$ cat config.mk
export PLATFORM = sky130hd
export DESIGN_NAME = if_fetch_queue
export DESIGN_NICKNAME = d
export VERILOG_FILES = /design/src/rtl/if_pkg.sv /design/src/rtl/if_fq_storage.sv /design/src/rtl/if_fetch_queue.sv
export SDC_FILE = /design/constraint.sdc
export NUM_CORES = 1
export LEC_CHECK = 0
export BUFFER_PORTS_ARGS = -buffer_cell sky130_fd_sc_hd__buf_2
export CELL_PAD_IN_SITES_DETAIL_PLACEMENT = 1
export CELL_PAD_IN_SITES_GLOBAL_PLACEMENT = 2
export CORE_ASPECT_RATIO = 2
export CORE_MARGIN = 5
export CORE_UTILIZATION = 43
export DETAILED_ROUTE_END_ITERATION = 6
export PLACE_DENSITY_LB_ADDON = 0.1
export SYNTH_ARGS = -nofsm -noshare
export SYNTH_HDL_FRONTEND = slang
export SYNTH_SLANG_ARGS = --single-unit
$ cat constraint.sdc
create_clock -name clk -period 4.7 [get_ports clk]
set_input_delay 0.47 -clock clk [delete_from_list [all_inputs] [get_ports clk]]
set_output_delay 0.47 -clock clk [all_outputs]
set_load 0.005 [all_outputs]
$ cat src/rtl/if_pkg.sv
// Shared definitions for the instruction fetch queue.
// Holds the NOP injected into the IF/ID registers on empty or flush,
// the default fetch-entry layout {inst, pc, compressed, pred_dest},
// and small constant helpers used to size pointers and storage words.
// No ports (package).
package if_pkg;

  localparam int XLEN_DEFAULT = 32;

  // addi x0, x0, 0
  localparam logic [31:0] NOP_INST = 32'h0000_0013;

  // Default entry layout for XLEN = 32; the queue derives its own
  // XLEN-wide version with the same field order.
  typedef struct packed {
    logic [31:0] inst;
    logic [31:0] pc;
    logic        compressed;
    logic [31:0] pred_dest;
  } fetch_entry_t;

  // Ceiling log2 usable in constant expressions.
  function automatic int clog2(input int n);
    int r;
    r = 0;
    for (int i = 0; i < 32; i++) begin
      if ((1 << r) < n) r++;
    end
    return r;
  endfunction

  // Bit width of one stored fetch entry.
  function automatic int entry_width(input int xlen);
    return 3 * xlen + 1;
  endfunction

endpackage

$ cat src/rtl/if_fq_storage.sv
// Register file holding the buffered fetch entries of the queue.
// One synchronous write port, one asynchronous read port so the head
// entry is visible in the same cycle it is popped.
// Ports:
//   clk        rising-edge clock
//   wr_en_i    write enable
//   wr_ptr_i   write address
//   wr_data_i  entry to write
//   rd_ptr_i   read address
//   rd_data_o  entry at rd_ptr_i (combinational)
module if_fq_storage import if_pkg::*; #(
  parameter int WIDTH = entry_width(XLEN_DEFAULT),
  parameter int DEPTH = 4,
  parameter int PTR_W = clog2(DEPTH)
) (
  input  logic             clk,
  input  logic             wr_en_i,
  input  logic [PTR_W-1:0] wr_ptr_i,
  input  logic [WIDTH-1:0] wr_data_i,
  input  logic [PTR_W-1:0] rd_ptr_i,
  output logic [WIDTH-1:0] rd_data_o
);

  logic [WIDTH-1:0] mem_q [DEPTH];

  // Contents need no reset: occupancy tracking decides which words
  // are meaningful.
  always_ff @(posedge clk) begin
    if (wr_en_i) mem_q[wr_ptr_i] <= wr_data_i;
  end

  assign rd_data_o = mem_q[rd_ptr_i];

endmodule

$ cat src/rtl/if_fetch_queue.sv
// Instruction fetch queue between the fetch front end and decode.
// Buffers up to DEPTH fetched instructions with their PC, compressed flag
// and predicted destination, and owns the IF/ID pipeline registers. When
// the buffer is empty and decode is not stalled, a push goes straight to
// the pipeline registers so the queue adds no latency.
// Ports:
//   clk, rst            clock and synchronous active-high reset
//   flush               drop all buffered and incoming instructions
//   stall               decode stall, hold pipeline registers
//   push_*              fetch-side handshake and instruction payload
//   *_ppl               IF/ID pipeline registers (valid_ppl=0 is a bubble)
//   count               buffered entries, excluding the pipeline register
//   almost_full         count >= AFULL_TH
module if_fetch_queue import if_pkg::*; #(
  parameter int               XLEN     = XLEN_DEFAULT,
  parameter int               DEPTH    = 4,
  parameter int               AFULL_TH = 3,
  parameter logic [XLEN-1:0]  NOP_INST = XLEN'(if_pkg::NOP_INST)
) (
  input  logic                   clk,
  input  logic                   rst,
  input  logic                   flush,
  input  logic                   stall,
  input  logic                   push_valid,
  output logic                   push_ready,
  input  logic [XLEN-1:0]        push_inst,
  input  logic [XLEN-1:0]        push_pc,
  input  logic                   push_compressed,
  input  logic [XLEN-1:0]        push_pred_dest,
  output logic [XLEN-1:0]        inst_ppl,
  output logic [XLEN-1:0]        pc_ppl,
  output logic                   compressed_ppl,
  output logic [XLEN-1:0]        pred_dest_ppl,
  output logic                   valid_ppl,
  output logic [clog2(DEPTH):0]  count,
  output logic                   almost_full
);

  localparam int PTR_W = clog2(DEPTH);
  localparam int CNT_W = PTR_W + 1;
  localparam int ENT_W = entry_width(XLEN);

  localparam logic [CNT_W-1:0] DEPTH_C = CNT_W'(DEPTH);
  localparam logic [CNT_W-1:0] AFULL_C = CNT_W'(AFULL_TH);

  typedef struct packed {
    logic [XLEN-1:0] inst;
    logic [XLEN-1:0] pc;
    logic            compressed;
    logic [XLEN-1:0] pred_dest;
  } entry_t;

  logic [CNT_W-1:0] count_q, count_d;
  logic [PTR_W-1:0] wr_ptr_q, wr_ptr_d;
  logic [PTR_W-1:0] rd_ptr_q, rd_ptr_d;
  entry_t           ppl_q, ppl_d;
  logic             valid_q, valid_d;

  entry_t           push_entry;
  entry_t           head_entry;
  logic [ENT_W-1:0] head_raw;

  logic full, empty, accept, pop, bypass, enq;

  assign push_entry = '{inst: push_inst, pc: push_pc,
                        compressed: push_compressed, pred_dest: push_pred_dest};

  assign full  = (count_q == DEPTH_C);
  assign empty = (count_q == '0);

  // Handshake depends only on registered occupancy; a full queue refuses
  // a push even when it pops in the same cycle.
  assign push_ready  = !full;
  assign almost_full = (count_q >= AFULL_C);

  assign accept = push_valid & push_ready & !flush;
  assign pop    = !stall & !flush & !empty;
  assign bypass = accept & empty & !stall;
  assign enq    = accept & !bypass;

  if_fq_storage #(
    .WIDTH (ENT_W),
    .DEPTH (DEPTH),
    .PTR_W (PTR_W)
  ) u_storage (
    .clk       (clk),
    .wr_en_i   (enq),
    .wr_ptr_i  (wr_ptr_q),
    .wr_data_i (push_entry),
    .rd_ptr_i  (rd_ptr_q),
    .rd_data_o (head_raw)
  );

  assign head_entry = entry_t'(head_raw);

  // Occupancy and pointers. Flush clears the buffer even while stalled.
  always_comb begin
    count_d  = count_q;
    wr_ptr_d = wr_ptr_q;
    rd_ptr_d = rd_ptr_q;
    if (flush) begin
      count_d  = '0;
      wr_ptr_d = '0;
      rd_ptr_d = '0;
    end else begin
      count_d = count_q + CNT_W'(enq) - CNT_W'(pop);
      if (enq) wr_ptr_d = wr_ptr_q + PTR_W'(1);
      if (pop) rd_ptr_d = rd_ptr_q + PTR_W'(1);
    end
  end

  // IF/ID registers: stall beats flush here, unlike the buffer above.
  always_comb begin
    ppl_d   = ppl_q;
    valid_d = valid_q;
    if (stall) begin
      ppl_d   = ppl_q;
      valid_d = valid_q;
    end else if (flush) begin
      ppl_d.inst       = NOP_INST;
      ppl_d.compressed = 1'b0;
      ppl_d.pc         = push_pc;
      ppl_d.pred_dest  = push_pred_dest;
      valid_d          = 1'b0;
    end else if (pop) begin
      ppl_d   = head_entry;
      valid_d = 1'b1;
    end else if (bypass) begin
      ppl_d   = push_entry;
      valid_d = 1'b1;
    end else begin
      // Bubble keeps the last PC/prediction for debug visibility.
      ppl_d.inst       = NOP_INST;
      ppl_d.compressed = 1'b0;
      valid_d          = 1'b0;
    end
  end

  always_ff @(posedge clk) begin
    if (rst) begin
      count_q  <= '0;
      wr_ptr_q <= '0;
      rd_ptr_q <= '0;
      ppl_q    <= '{inst: NOP_INST, pc: '0, compressed: 1'b0, pred_dest: '0};
      valid_q  <= 1'b0;
    end else begin
      count_q  <= count_d;
      wr_ptr_q <= wr_ptr_d;
      rd_ptr_q <= rd_ptr_d;
      ppl_q    <= ppl_d;
      valid_q  <= valid_d;
    end
  end

  assign inst_ppl       = ppl_q.inst;
  assign pc_ppl         = ppl_q.pc;
  assign compressed_ppl = ppl_q.compressed;
  assign pred_dest_ppl  = ppl_q.pred_dest;
  assign valid_ppl      = valid_q;
  assign count          = count_q;

endmodule

==> run summary <==
The flow ran to the end, and the final reports show no timing, DRC or antenna violations. Max-cap violations in this run came to 0. The total power after layout is 8.896 mW.

After detailed routing, the number of vias per cell comes to 5.500. Yosys printed 0 warnings. The number of flops mapped to enable cells by yosys came out at 388. The horizontal die dimension came out at between 150 and 200 um.

The distinct cell type count after synthesis is 32. For this run, design rule violations remaining after detail routing come to 0. The reported net switching power is 1.838 mW.

Setup repair after global routing left no endpoint under its margin. Yosys attributes the largest share of cell area to edfxtp_1 63%, mux4_2 12%, dfxtp_1 12%. The endpoint required time on the critical path is ~4.9 ns. The async set or reset register ratio after synthesis came out at 0.

The fraction of power spent switching nets came out at 0.2066. The detailed-routing wirelength on met1 is 16450 um. The area of the mapped netlist came out at 18460 um^2.

Summed over all failing endpoints, the final setup total negative slack is 0 ns. The proportion of power drawn by flip-flops and latches came out at 0.545. The reported leakage power is between 7 and 8 nW. In this run the remaining antenna-violating nets after routing total 0. STA classifies the critical path endpoint as a flip-flop. The post-cts repair resize count is 0. STA classifies the critical path startpoint as a flip-flop.

The pin count of the biggest net entering global routing is between 70 and 80. The post-CTS setup repair buffer count came out at 0. For this block, the initial DRC count from the detailed router was 603.

Ranked by instance count, the synthesized netlist is headed by 388 x edfxtp_1, 131 x nand2_1, 108 x nor2_1. The floorplan has roughly 110 rows. The top routing layer in use is met5.

The final weighted congestion in routability-driven placement came out at 0.7310. The sum of overflow across all layers after global routing is 0. Power spread over the standard cell area amounts to 414.3 nW/um^2. The number of antenna violations at the first check in global routing is 5.

The number of hold-slack violations in the final timing report came out at 0. The maximum clock path buffer count came out at 3. The number of register bits inferred by synthesis came out at 495. The critical path is of the reg2reg type. TritonCTS built the clock tree.

Measured along the y axis, the die boundary spans 303.0 um. The synthesis-to-layout area growth is 16.34%. The synthesized area divided by synthesized cell count came out at between 15 and 20 um^2.

The detailed route wirelength on metal2 came out at 24300 um. The count of cells along the worst register-to-register path is 4. The count of pins over their slew limit is 0.

The final count of negative-setup-slack endpoints came out at 0. The transition time of the tightest slew-check pin is 0.8692 ns. The share of total power dissipated in combinational logic is 0.045.

The floorplan step defined a die boundary enclosing 47420 um^2. Of the total power, the clock network draws 0.410. The area share of the leading cell type in the synthesized netlist is 0.6313. The fraction of final layout cells with drive strength greater than 1 is 0.3145. The kind of path behind the tightest hold check is in2reg. Clock latency on the worst-skew pair, taken at its later pin, is roughly 0.55 ns.

The via count of the routed design is 10010. The internal portion of total power is between 7 and 8 mW. The total iterations of the first detailed-routing run is 7. The hold buffer count at CTS came out at 0.

The number of top-level pins came out at 205. The time the final worst path needs with I/O delays and setup came out at roughly 2.6 ns. The total wirelength of the detailed-routed design came out at 43920 um. The number of instances on the worst hold path came out at 1. The upper clock frequency limit came out at 391.0 MHz. The wire length of the first global-routing pass came out at 67430 um.

The estimated wirelength of the detail-placed design is 27260 um. The arrival time of the worst setup path came out at 2.78 ns. The maximum net fanout on the critical path is 46. The number of nets in the layout came out at 1349. Summed over all nets, wire length on met3 after detailed routing comes to 2092 um. The cell with the most instances after synthesis is edfxtp_1.

The number of global-route vias before repair came out at 10930. The initial standard-cell utilization of the core is 0.4335. For this run, the leading register cell type out of synthesis is edfxtp_1. Synthesis produced a netlist with a net count of 1153. Between clock sinks in the finished design, the worst skew comes to 0.01210 ns. The sink count of the clock tree came out at between 400 and 500.

The synthesized instance count came out at 1043. In this run the number of H-tree levels came out at 2. The portion of the clock cycle consumed by the worst path in the final layout is 0.5442. After floorplanning, the core was sized to cover 42570 um^2. The library cell used as clock root buffer is clkbuf_16. The clock transition time at the flip-flop clock pins of the worst setup and hold paths is ~0.060 ns. The relative max-transition margin came out at 0.4206. The routed wirelength normalized by instance count came out at 24.14 um. For this run, the total global-route usage over all layers was measured as 0.1879. The number of buffers inserted by port buffering came out at 204.

Of the synthesized area, sequential elements account for 0.7473. The biggest area contributor in the post-synthesis netlist is edfxtp_1. Clock tree synthesis inserted a total of 44 buffers. The highest ir drop seen on vdd is 0.3711 mV.
==> area by class of cell <==
| class | instances | area (um^2) |
|---|---|---|
| clock inverters | 23 | 245.2 |
| repair buffers | 223 | 1229 |
| well taps | 545 | 681.9 |
| diodes | 2 | 5.005 |
| fillers | 4139 | 21100 |
| multi-input cells | 466 | 4267 |
| clock buffers | 56 | 1207 |
| inverters | 9 | 36.28 |
| flip-flops and latches | 495 | 13800 |
==> stage by stage <==
step	std cells	hold WS (ns)	area (um^2)	setup WS, ns	utilization
floorplan	1043	0.4482	18460	0.8700	-
global route	1817	0.1282	21470	1.941	0.5042
finish	1819	0.1586	21470	2.142	0.5044
detailed placement	1738	0.4452	20010	1.822	0.4701
global placement	1738	0.4439	20010	1.883	0.4701
CTS	1817	0.1191	21470	2.050	0.5042
==> logic make-up after synthesis <==
group	share of synthesized area
AO/OA/AOI/OAI	0.05050
XOR/XNOR	0.001899
adder cells (fa/ha/maj)	0.005830
buffers and inverters	0.02264
flip-flops	0.7473
multiplexers	0.1189
AND/OR/NAND/NOR	0.05288
==> final timing paths <==
kind,from,to,slack (ns)
worst min-delay path,push_inst[13],u_storage.mem_q[1][78],0.16
worst max register to register,count[1],u_storage.mem_q[0][71],2.14
worst min register to register,valid_ppl,valid_ppl,0.45
worst max-delay path,count[1],u_storage.mem_q[0][71],2.14
==> critical path, stage by stage, from the launching register on <==
cell and delay, ns:
dfxtp_1 0.44, nor2_1 0.11, a21oi_1 0.50, and2_4 0.75
buf_4 0.40
==> cell usage in the layout, fill, tap and decap left out, types with 7 or more instances in the layout <==
cell type,count
nor2_1,108
mux4_2,97
nand2_1,131
clkbuf_1,7
inv_1,8
clkbuf_16,45
a311oi_1,63
buf_2,203
buf_4,15
clkinv_2,10
a222oi_1,30
edfxtp_1,388
dfxtp_1,105
ha_1,7
==> sequential cells by signal, indices dropped and copies added (netlist names), named ones only <==
register and flops:
wr_ptr_q 2, inst_ppl 32, u_storage.mem_q 388, compressed_ppl 1
valid_ppl 1, pc_ppl 32, rd_ptr_q 2, pred_dest_ppl 32
count 3
==> metal layers <==
metal	up-vias	GRT usage
li1	4515	-
met1	5144	0.2221
met2	284	0.3504
met3	60	0.02898
met4	2	0.05419
met5	-	0
==> power by group through the flow <==
stage	Sequential (mW)	Clock, mW	Combinational (mW)
after detailed placement	4.95	0	0.412
final	4.85	3.65	0.401
after global routing	4.85	3.95	0.446
after floorplan	4.94	0	0.195
after CTS	4.85	3.76	0.413
after global placement	4.94	0	0.401
No activity file was read; power rests on OpenSTA's default activity.
